## src/rtl/rr_select_seq4.sv

```systemverilog
`default_nettype none
// ============================================================================
// Module   : rr_select_seq4
// Purpose  : Registered round-robin sequencer for four request lines. Drives
//            the 2-bit select ({a,b}) and active-low enable (en_n) of a
//            downstream 2-to-4 active-low decoder. Each grant is bounded by
//            MAX_HOLD cycles. After each grant en_n is forced high for
//            DEAD_CYC cycles, so two decoder strobes are never low in
//            consecutive cycles.
// Params   : MAX_HOLD  max grant length in cycles, 0 = unlimited (0..255)
//            DEAD_CYC  en_n-high gap after every grant (1..15)
// Ports    : clk      rising-edge clock
//            rst      asynchronous reset, active-high
//            req[3:0] level request per channel, held until served
//            done     holder releases (only looked at while granting)
//            a, b     registered select MSB / LSB
//            en_n     registered decoder enable, active-low
//            busy     registered, high while granting or in the dead gap
//            timeout  registered one-cycle pulse when MAX_HOLD ends a grant
// Revision : 1.0  initial release
// ============================================================================
module rr_select_seq4 #(
    parameter int MAX_HOLD = 16,
    parameter int DEAD_CYC = 1
) (
    input  logic       clk,
    input  logic       rst,
    input  logic [3:0] req,
    input  logic       done,
    output logic       a,
    output logic       b,
    output logic       en_n,
    output logic       busy,
    output logic       timeout
);

    typedef enum logic [1:0] {
        S_IDLE  = 2'd0,
        S_GRANT = 2'd1,
        S_GAP   = 2'd2
    } state_t;

    localparam bit         c_hold_en   = (MAX_HOLD != 0);
    localparam logic [7:0] c_hold_last = (MAX_HOLD == 0) ? 8'd0 : 8'(MAX_HOLD - 1);
    localparam logic [3:0] c_gap_last  = 4'(DEAD_CYC - 1);

    state_t     r_state, w_state_nxt;
    logic [1:0] r_ptr, w_ptr_nxt;
    logic [1:0] r_sel, w_sel_nxt;
    logic [7:0] r_hold_cnt, w_hold_nxt;
    logic [3:0] r_gap_cnt, w_gap_nxt;
    logic       r_en_n, r_busy, r_timeout;
    logic       w_timeout_nxt;
    logic       w_found;
    logic [1:0] w_idx;
    logic       w_expire;

    // Search starts one past the last grantee and ends on the grantee itself,
    // so a lone holder that keeps requesting is granted again.
    always_comb begin
        w_found = 1'b0;
        w_idx   = r_ptr;
        for (int k = 1; k <= 4; k++) begin
            if (!w_found && req[r_ptr + k[1:0]]) begin
                w_found = 1'b1;
                w_idx   = r_ptr + k[1:0];
            end
        end
    end

    // hold_cnt counts completed grant cycles before this one, so the
    // MAX_HOLD-th cycle is the one where it equals MAX_HOLD-1.
    assign w_expire = c_hold_en && (r_hold_cnt == c_hold_last);

    always_comb begin
        w_state_nxt   = r_state;
        w_ptr_nxt     = r_ptr;
        w_sel_nxt     = r_sel;
        w_hold_nxt    = r_hold_cnt;
        w_gap_nxt     = r_gap_cnt;
        w_timeout_nxt = 1'b0;
        case (r_state)
            S_IDLE: begin
                if (w_found) begin
                    w_state_nxt = S_GRANT;
                    w_sel_nxt   = w_idx;
                    w_ptr_nxt   = w_idx;
                    w_hold_nxt  = 8'd0;
                end
            end
            S_GRANT: begin
                if (r_hold_cnt != 8'hFF) begin
                    w_hold_nxt = r_hold_cnt + 8'd1;
                end
                if (done || !req[r_sel] || w_expire) begin
                    w_state_nxt   = S_GAP;
                    w_gap_nxt     = 4'd0;
                    // Expiry is reported even if done/withdrawal coincide.
                    w_timeout_nxt = w_expire;
                end
            end
            S_GAP: begin
                w_gap_nxt = r_gap_cnt + 4'd1;
                if (r_gap_cnt == c_gap_last) begin
                    w_state_nxt = S_IDLE;
                end
            end
            default: begin
                w_state_nxt = S_IDLE;
            end
        endcase
    end

    always_ff @(posedge clk or posedge rst) begin
        if (rst) begin
            r_state    <= S_IDLE;
            r_ptr      <= 2'd3;
            r_sel      <= 2'd0;
            r_hold_cnt <= 8'd0;
            r_gap_cnt  <= 4'd0;
            r_en_n     <= 1'b1;
            r_busy     <= 1'b0;
            r_timeout  <= 1'b0;
        end else begin
            r_state    <= w_state_nxt;
            r_ptr      <= w_ptr_nxt;
            r_sel      <= w_sel_nxt;
            r_hold_cnt <= w_hold_nxt;
            r_gap_cnt  <= w_gap_nxt;
            r_en_n     <= (w_state_nxt != S_GRANT);
            r_busy     <= (w_state_nxt != S_IDLE);
            r_timeout  <= w_timeout_nxt;
        end
    end

    assign a       = r_sel[1];
    assign b       = r_sel[0];
    assign en_n    = r_en_n;
    assign busy    = r_busy;
    assign timeout = r_timeout;

endmodule
`default_nettype wire

```

## config.mk

```make
export PLATFORM = sky130hd
export DESIGN_NAME = rr_select_seq4
export DESIGN_NICKNAME = d
export VERILOG_FILES = /design/src/rtl/rr_select_seq4.sv
export SDC_FILE = /design/constraint.sdc
export NUM_CORES = 1
export LEC_CHECK = 0
export ABC_AREA = 1
export CORE_MARGIN = 1
export CORE_UTILIZATION = 30
export DETAILED_ROUTE_END_ITERATION = 10
export GPL_ROUTABILITY_DRIVEN = 0
export MAX_ROUTING_LAYER = met4
export SETUP_SLACK_MARGIN = 0.1
export SYNTH_ARGS = -nofsm -noshare
export SYNTH_HDL_FRONTEND = slang
export SYNTH_SLANG_ARGS = --single-unit
```

## constraint.sdc

```tcl
create_clock -name clk -period 2.19 [get_ports clk]
set_clock_uncertainty 0.2 [all_clocks]
set_input_delay 0.3285 -clock clk [delete_from_list [all_inputs] [get_ports clk]]
set_output_delay 0.3285 -clock clk [all_outputs]
set_load 0.01 [all_outputs]
```

=== Yosys cells after proc, flatten, opt, wreduce, memory -nomap -nowiden ===
Cells that the tools add are included.

* Muxes and demuxes: 29
* $add $sub $neg: 5
* Eq/ne operators: 8
* Order comparisons: 5
* Reduce and logical (&&, ||, !) cells: 17

{| class="wikitable"
|+ Operator list
! kind !! number
|-
| 8-bit 2-to-1 mux || 2
|-
| 8-bit one-hot mux with 2 select lines || 1
|-
| 2-bit by 3-bit less-than comparator with 1-bit output, second input constant || 5
|-
| 2-bit 2-to-1 mux || 7
|-
| 1-bit 2-to-1 mux || 11
|-
| 1-bit binary-select mux with 2-bit select || 5
|-
| 8-bit by 1-bit adder with 8-bit output, second input constant || 1
|-
| 8-bit by 4-bit == test with 1-bit output, second input constant || 1
|-
| 8-bit != test, second input constant || 1
|-
| 4-bit one-hot mux with 2 select lines || 1
|-
| 2-bit != test, second input constant || 3
|-
| 2-bit one-hot mux with 3 select lines || 1
|-
| 2-bit nonzero test || 3
|-
| 2-bit adder, second input constant || 2
|-
| 4-bit by 1-bit adder with 4-bit output, second input constant || 1
|-
| 1-bit logical NOT || 4
|-
| 4-bit logical NOT || 1
|-
| 4-bit 2-to-1 mux || 1
|-
| 2-bit AND reduction || 2
|-
| 1-bit logical AND || 3
|-
| 3-bit AND reduction || 1
|-
| 2-bit by 1-bit adder with 2-bit output, second input constant || 1
|-
| 2-bit by 1-bit == test with 1-bit output, second input constant || 1
|-
| 2-bit == test, second input constant || 1
|-
| 3 further kinds || 4
|}

* Word-level logic and storage cells: 72
* Input port bits: 7
* Output and inout port bits: 5
* Register bits after elaboration: 21

=== Depth between registers and ports, before layout ===
Gate-level depths: netlist of run 1.

* Depth in word-level cells: 16
* Depth in mapped cells: 12
* Depth with buffers taken out: 11

=== Worst setup path before layout of run 1 ===
Ideal clock, no wire load.

* Kind: reg2reg
* Start: register r_hold_cnt[0]
* End: register r_hold_cnt[5]
* Stages on the path, launching flop included: 8
* Clock period less this slack: 1.735 ns
* Path buffers: 0
* Arrival time: 1.417 ns
* Setup time: 0.118 ns
* Slack: 0.455 ns
* Data required time: 1.872 ns
* Cell sequence: dfrtp_1 ha_1 nand2_1 nor2_1 a31oi_1 nand2_4 nand2_1 nand2_1

* Longest elaborated chain between the ends: 3
* Elaborated cells on any way between the ends: 6
* Those cells by class: 1 x add/sub; 2 x eq/ne; 2 x mux; 1 x reduce/logical

{| class="wikitable"
|+ Ends and longest elaborated chain
! item !! RTL line !! text
|-
| start, declared || 50 || <nowiki>logic [7:0] r_hold_cnt, w_hold_nxt;</nowiki>
|-
| start signal, assigned || 128 || <nowiki>r_hold_cnt <= w_hold_nxt;</nowiki>
|-
| 8-bit by 1-bit adder with 8-bit output or 8-bit != test (tied branches) || 93, 92 ||
|-
| 8-bit 2-to-1 mux or 2-bit != test (tied branches) || - ||
|-
| 8-bit one-hot mux with 2 select lines or 3-bit AND reduction (tied branches) || - ||
|}

Several ways; a longest one is shown, not always the timed one. The select of a mux whose other input is x is not followed.
A chain may end at the register's enable or synchronous reset.

=== Worst setup path after layout of run 1 ===
* Start: register r_ptr[0]
* End: register r_state[0]

* Longest elaborated chain between the ends: 15
* Elaborated cells on any way between the ends: 23
* Those cells by class: 3 x add/sub; 14 x mux; 6 x reduce/logical

{| class="wikitable"
|+ Ends and longest elaborated chain
! item !! RTL line !! text
|-
| start, declared || 48 || <nowiki>logic [1:0] r_ptr, w_ptr_nxt;</nowiki>
|-
| start signal, assigned || 126 || <nowiki>r_ptr <= w_ptr_nxt;</nowiki>
|-
| 2-bit by 1-bit adder with 2-bit output || 64 || <nowiki>if (!w_found && req[r_ptr + k[1:0]]) begin</nowiki>
|-
| 1-bit binary-select mux with 2-bit select || 64 ||
|-
| 1-bit 2-to-1 mux (not written as such) || 64 ||
|-
| 1-bit 2-to-1 mux || 64 ||
|-
| 1-bit logical NOT || 64 ||
|-
| 1-bit logical AND || 64 ||
|-
| 1-bit 2-to-1 mux || 64 ||
|-
| 1-bit logical NOT || 64 ||
|-
| 1-bit logical AND || 64 ||
|-
| 1-bit 2-to-1 mux || 64 ||
|-
| 1-bit logical NOT || 64 ||
|-
| 1-bit logical AND || 64 ||
|-
| 1-bit 2-to-1 mux (*) || 64 ||
|-
| 2-bit 2-to-1 mux (*) || 84 || <nowiki>if (w_found) begin</nowiki>
|-
| 2-bit one-hot mux with 3 select lines (*) || 82 || <nowiki>case (r_state)</nowiki>
|-
| via w_state_nxt[0] || 47 || <nowiki>state_t r_state, w_state_nxt;</nowiki>
|-
| end signal, assigned || 125 || <nowiki>r_state <= w_state_nxt;</nowiki>
|-
| end, declared || 47 ||
|}

The timed path passes the listed nets; every way through them passes the cells marked *. The select of a mux whose other input is x is not followed.

==> flow_summary.json, run 1 <==
{
  "synth_nets": 219,
  "final-hold-violation-count": 0,
  "syn_area_per_cell_um2": 6.717,
  "path_clk_slew_ns": 0.07,
  "setup_tns_ns": 0,
  "status": "complete, no violations",
  "yosys_warnings": 0,
  "post_cts_resized": 0,
  "cp-endpoint": "r_state[0]",
  "post-dp-hpwl_um": 2225,
  "syn-instance-count": 209,
  "cts-hold-fix-buffers": 0,
  "yosys.area_share.simple_pct": 44.47,
  "port_buffers": 11,
  "p_leak_nw": 0.8340,
  "r2r_start": "r_ptr[0]",
  "synth_compound_area_share_pct": 4.813,
  "regArea_um2": 529.3,
  "synth_top_cell_by_area": "dfrtp_1",
  "ctsLongestPathBuffers": 2,
  "synth_top_family_by_area": "simple AND/OR/NAND/NOR gates",
  "std_cell_rows": 24,
  "p_sw_share_pct": 46.63,
  "ys_types": 26,
  "drt_iter0_markers": 92,
  "power.total_mw": 1.984,
  "first_global_vias": 1173,
  "drt_drc_violations_left": 0,
  "dr.pass1.iters": 4,
  "worstMarginPinSlew_ns": 0.3653,
  "wl_um": 2938,
  "rr_endpoint": "r_state[0]",
  "r2r_setup_slack_ns": 0.32,
  "cts_buffers": 3,
  "track_usage_pct": 13.01,
  "combPwrFrac_pct": 53.8,
  "final_antenna_net_count": 0,
  "final.min_clock_period_ns": 1.870,
  "crit_start": "r_ptr[0]",
  "p_int_mw": 1.059,
  "fin_nets": 236,
  "die_w_um": 70.41,
  "grt_overflow": 0,
  "clk_latency_ns": 0.26,
  "setup_viol": 0,
  "rr_worst_depth": 8,
  "die_h_um": 70.41,
  "power_density_nw_per_um2": 1217,
  "drive_above_1_share_pct": 8.889,
  "final_cell_mix": "nand2_1, nand3_1, inv_1",
  "cp-end-kind": "register",
  "vias": 1295,
  "final_max_slew_viol_count": 0,
  "max-vdd-ir-drop_mv": 0.7559,
  "final_common_cell": "nand2_1",
  "cp.arrival_ns": 1.80,
  "grt_first_pass_wirelength_um": 5140,
  "wl_per_cell_um": 10.61,
  "die_area_um2": 4957,
  "fmax_mhz": 534.6,
  "synth_seq_cells": 21,
  "rsz0062_at_grt": "true",
  "start_kind": "register",
  "cap_violations": 0,
  "synthesis.area_um2": 1404,
  "cp_max_fo": 7,
  "ys_seq_area_share_pct": 37.70,
  "synth_top_area_share_pct": 32.09,
  "htree_num_levels": 1,
  "worstPathRequired_ns": 2.12,
  "seqPwrFrac_pct": 33.5,
  "synth_mux_area_share_pct": 0,
  "synth_xor_xnor_area_share_pct": 2.496,
  "period_share_pct": 85.41,
  "clkPwrFrac_pct": 12.6,
  "antenna_found_initial": 0,
  "n_antenna_cell": 0,
  "grt_max_degree": 22,
  "path_class": "register to register",
  "ios": 12,
  "min_path_type": "input pin to asynchronous set/reset pin",
  "n_fill_cell": 460,
  "cts_tree": "done",
  "multi_input_area_um2": 764.5,
  "synthTopCellsByArea": "dfrtp_1, nand2_1, nand3_1",
  "clock-sinks": 21,
  "via_per_inst": 4.675,
  "relSlewSlack_pct": 75.56,
  "coreArea_um2": 4414,
  "synthAdderAreaFrac_pct": 2.674,
  "initial_core_util_pct": 31.80,
  "cts_root_buf": "clkbuf_8",
  "switchingPower_mw": 0.9250,
  "area_delta_synth_final_pct": 16.13
}
-- kinds of logic after synthesis --
family	Yosys count
simple gates	144
buf+inv	26
flops	21
compound gates	11
xor+xnor	4
fa+ha+maj	3
-- how the worst min path moves through the flow --
stage / endpoint / depth (start not counted)
6_report: r_hold_cnt[0] / 3
5_1_grt: r_hold_cnt[0] / 3
4_1_cts: r_hold_cnt[0] / 3
3_5_place_dp: r_hold_cnt[3] / 2
3_3_place_gp: r_hold_cnt[3] / 2
2_1_floorplan: busy / 1
-- synth_stat cells --
cell / instances
nor3_1: 4
nand3_1: 25
or2_2: 2
ha_1: 3
buf_2: 1
o211ai_1: 3
dfrtp_1: 18
a31oi_1: 1
buf_4: 1
buf_6: 1
xor2_1: 4
nand2_1: 88
nand2_2: 1
o21ai_0: 2
nor2_4: 1
o21ai_2: 1
nand4_1: 2
dfstp_2: 3
inv_1: 21
nand2_4: 1
nand3_4: 1
nor2_2: 1
nor2_1: 17
inv_2: 2
a21oi_1: 4
nor3b_1: 1
-- state kept, by name, indices dropped and copies added, names as in the netlist --
name	count
busy	1
en_n	1
r_hold_cnt	8
r_gap_cnt	4
r_ptr	2
timeout	1
r_sel	2
r_state	2
-- cell type report --
type | count | share of cell area [%]
Inverter | 23 | 5.295
Tap cell | 52 | 3.991
Multi-Input combinational cell | 162 | 46.89
Timing Repair Buffer | 15 | 8.596
Sequential cell | 21 | 32.46
Clock buffer | 4 | 2.763
-- what timing repair did --
item / in CTS / in global routing
hold endpoints to repair: 0 / 0
setup buffers: 0 / 0
endpoints found under the setup margin: 0 / 1
-- metrics by stage --
| step | util, % | hold slack (ns) | instance area [µm²] | std cells | setup WS (ns) |
|---|---|---|---|---|---|
| after floorplan | - | 0.1028 | 1404 | 209 | 0.4549 |
| after global placement | 35.91 | 0.2833 | 1585 | 273 | 0.2176 |
| after detailed placement | 35.91 | 0.2879 | 1585 | 273 | 0.1911 |
| after CTS | 36.93 | 0.2073 | 1630 | 277 | 0.2960 |
| after global routing | 36.93 | 0.2620 | 1630 | 277 | 0.09838 |
| final | 36.93 | 0.1963 | 1630 | 277 | 0.3195 |
-- power groups by stage --
| stage | sequential [mW] | clock (mW) | combinational [mW] |
|---|---|---|---|
| 3_5_place_dp | 0.671 | 0 | 1.07 |
| 2_1_floorplan | 0.630 | 0 | 0.827 |
| 3_3_place_gp | 0.678 | 0 | 1.07 |
| 5_1_grt | 0.685 | 0.273 | 1.22 |
| 4_1_cts | 0.664 | 0.265 | 1.08 |
| 6_report | 0.665 | 0.251 | 1.07 |
-- routing by layer --
layer	up-vias	GRT usage [%]	part of all wire (%)
met1	580	17.03	49
li1	686	-	-
met2	23	20.11	45
met4	0	3.778	1.5
met5	-	-	0
met3	6	2.886	4.2
-- worst max-delay path, stage by stage (launching register included) --
cell and delay, ns:
dfstp_2 0.60, buf_4 0.17, nand2_1 0.06, nand2_1 0.11
nand2_1 0.06, nand2_1 0.10, nand2_1 0.07, o21ai_2 0.25
nand2_1 0.11
(Power assumes the default switching activity.)
==> run 2: changes to the inputs <==
--- a/config.mk
+++ b/config.mk
@@ -6,12 +6,14 @@
 export NUM_CORES = 1
 export LEC_CHECK = 0
 export ABC_AREA = 1
+export CORE_ASPECT_RATIO = 1.5
 export CORE_MARGIN = 1
-export CORE_UTILIZATION = 30
+export CORE_UTILIZATION = 40
 export DETAILED_ROUTE_END_ITERATION = 10
 export GPL_ROUTABILITY_DRIVEN = 0
 export MAX_ROUTING_LAYER = met4
 export SETUP_SLACK_MARGIN = 0.1
+export SKIP_CTS_REPAIR_TIMING = 1
 export SYNTH_ARGS = -nofsm -noshare
 export SYNTH_HDL_FRONTEND = slang
 export SYNTH_SLANG_ARGS = --single-unit
==> run 2 against run 1 <==
  * The run now ends with DRC left
  * Critical path depth rose by 1
  * Global-route usage increased by 6.2 points
  * Sequential power is essentially flat
  * Design area down 1.0%
  * Critical path type unchanged
  * Critical endpoint is now en_n
==> flow_summary.json, run 2 (same netlist as run 1, synthesis figures left out) <==
{
  "status": "finished with violations",
  "violations": "DRC",
  "worstPathRequired_ns": 2.19,
  "wl_met1_um": 1255,
  "drt_iter0_markers": 22,
  "final_common_cell": "nand2_1",
  "die_h_um": 74.56,
  "final.min_clock_period_ns": 1.865,
  "wl_um": 2961,
  "p_leak_nw": 0.8316,
  "cp-end-kind": "register",
  "die_w_um": 50.37,
  "period_share_pct": 85.16,
  "top_layer": "met4",
  "antenna_found_initial": 0,
  "cts_buffers": 3,
  "clk_latency_ns": 0.26,
  "initial_core_util_pct": 41.49,
  "die_area_um2": 3755,
  "seqPwrFrac_pct": 33.6,
  "p_int_mw": 1.044,
  "clkPwrFrac_pct": 12.8,
  "min_path_type": "input pin to asynchronous set/reset pin",
  "htree_num_levels": 1,
  "power_density_nw_per_um2": 1222,
  "switchingPower_mw": 0.9280,
  "setup_slack_ns": 0.3249,
  "p_sw_share_pct": 47.05,
  "multi_input_area_um2": 767.0,
  "post-place-cells": 262,
  "largest_reg_flops": 8,
  "port_buffers": 11,
  "combPwrFrac_pct": 53.6,
  "wl_per_cell_um": 11.13,
  "relSlewSlack_pct": 67.94,
  "regArea_um2": 529.3,
  "setup_viol": 0,
  "final_cell_mix": "nand2_1, nand3_1, inv_1",
  "first_global_vias": 1269,
  "start_kind": "register",
  "fin_nets": 235,
  "cp.arrival_ns": 1.86,
  "ctsLongestPathBuffers": 2,
  "wl_met3_um": 42,
  "dp_slack_ns": 0.1745,
  "final_cell_count_no_fill": 266,
  "vias": 1294,
  "r2r_start": "r_ptr[0]",
  "final_max_slew_viol_count": 0,
  "n_antenna_cell": 0,
  "rsz0062_at_grt": "false",
  "setup_tns_ns": 0,
  "final_antenna_net_count": 0,
  "via_per_inst": 4.865,
  "met2_length_um": 1593,
  "grt_first_pass_wirelength_um": 5333,
  "final-hold-violation-count": 0,
  "cts_root_buf": "clkbuf_8",
  "cts_tree": "done",
  "top_register": "r_hold_cnt",
  "cap_violations": 0,
  "top_regs": "r_hold_cnt: 8 flops, r_gap_cnt: 4 flops",
  "worstMarginPinSlew_ns": 0.4792,
  "clock-sinks": 21,
  "r2r_setup_slack_ns": 0.32,
  "std_cell_rows": 26,
  "hold_slack_ns": 0.1924,
  "drive_above_1_share_pct": 9.375,
  "max-vdd-ir-drop_mv": 0.5778,
  "fmax_mhz": 536.2,
  "grt_overflow": 0,
  "coreArea_um2": 3383,
  "grt_max_degree": 22,
  "area_delta_synth_final_pct": 14.97,
  "track_usage_pct": 19.17,
  "n_fill_cell": 382,
  "rr_worst_depth": 9,
  "path_class": "register to register",
  "drt_drc_violations_left": 1,
  "dr.pass1.iters": 8,
  "cp_max_fo": 8,
  "path_clk_slew_ns": 0.08,
  "post-dp-hpwl_um": 2375,
  "ios": 12,
  "rr_endpoint": "en_n"
}
-- run 2: through the flow --
stage	area (µm²)	utilization (%)	power (mW)
after floorplan	1404	-	1.457
after global placement	1565	46.26	1.737
after detailed placement	1565	46.26	1.740
after CTS	1612	47.63	1.995
after global routing	1614	47.71	2.185
final	1614	47.71	1.972
-- run 2: area by class of cell --
type	count	area share [%]
multi-input cells	162	47.52
flip-flops and latches	21	32.79
repair buffers	14	8.217
inverters	23	5.349
well taps	42	3.256
clock buffers	3	2.558
clock inverters	1	0.3101
-- run 2: metal layers --
metal  global-route usage [%]  vias up
met5                        -        -
met4                    9.259        0
met3                    1.227        6
met2                    34.37       19
met1                    21.34      579
li1                         -      690
-- run 2: worst max-delay path by stage --
stage | from | end | slack [ns] | depth (start not counted)
5_1_grt | r_ptr[0] | en_n | 0.14 | 9
4_1_cts | r_ptr[0] | en_n | 0.29 | 9
3_5_place_dp | req[2] | r_state[0] | 0.17 | 9
3_3_place_gp | req[2] | r_state[0] | 0.15 | 9
2_1_floorplan | r_hold_cnt[0] | r_hold_cnt[5] | 0.45 | 7
6_report | r_ptr[0] | en_n | 0.32 | 9
-- run 2: power groups by stage --
stage	combinational, mW	clock [mW]	sequential (mW)
CTS	1.07	0.262	0.663
detailed placement	1.07	0	0.668
global placement	1.06	0	0.674
finish	1.06	0.253	0.663
floorplan	0.827	0	0.630
global route	1.22	0.280	0.689
-- run 2: worst max-delay path, stage by stage (launching register included) --
cell and delay (ns):
dfstp_2 0.59, buf_4 0.17, nand2_1 0.06, nand2_1 0.12, nand2_1 0.06, nand2_1 0.10, nand2_1 0.07, o21ai_2 0.26
nand2_1 0.12, inv_1 0.07
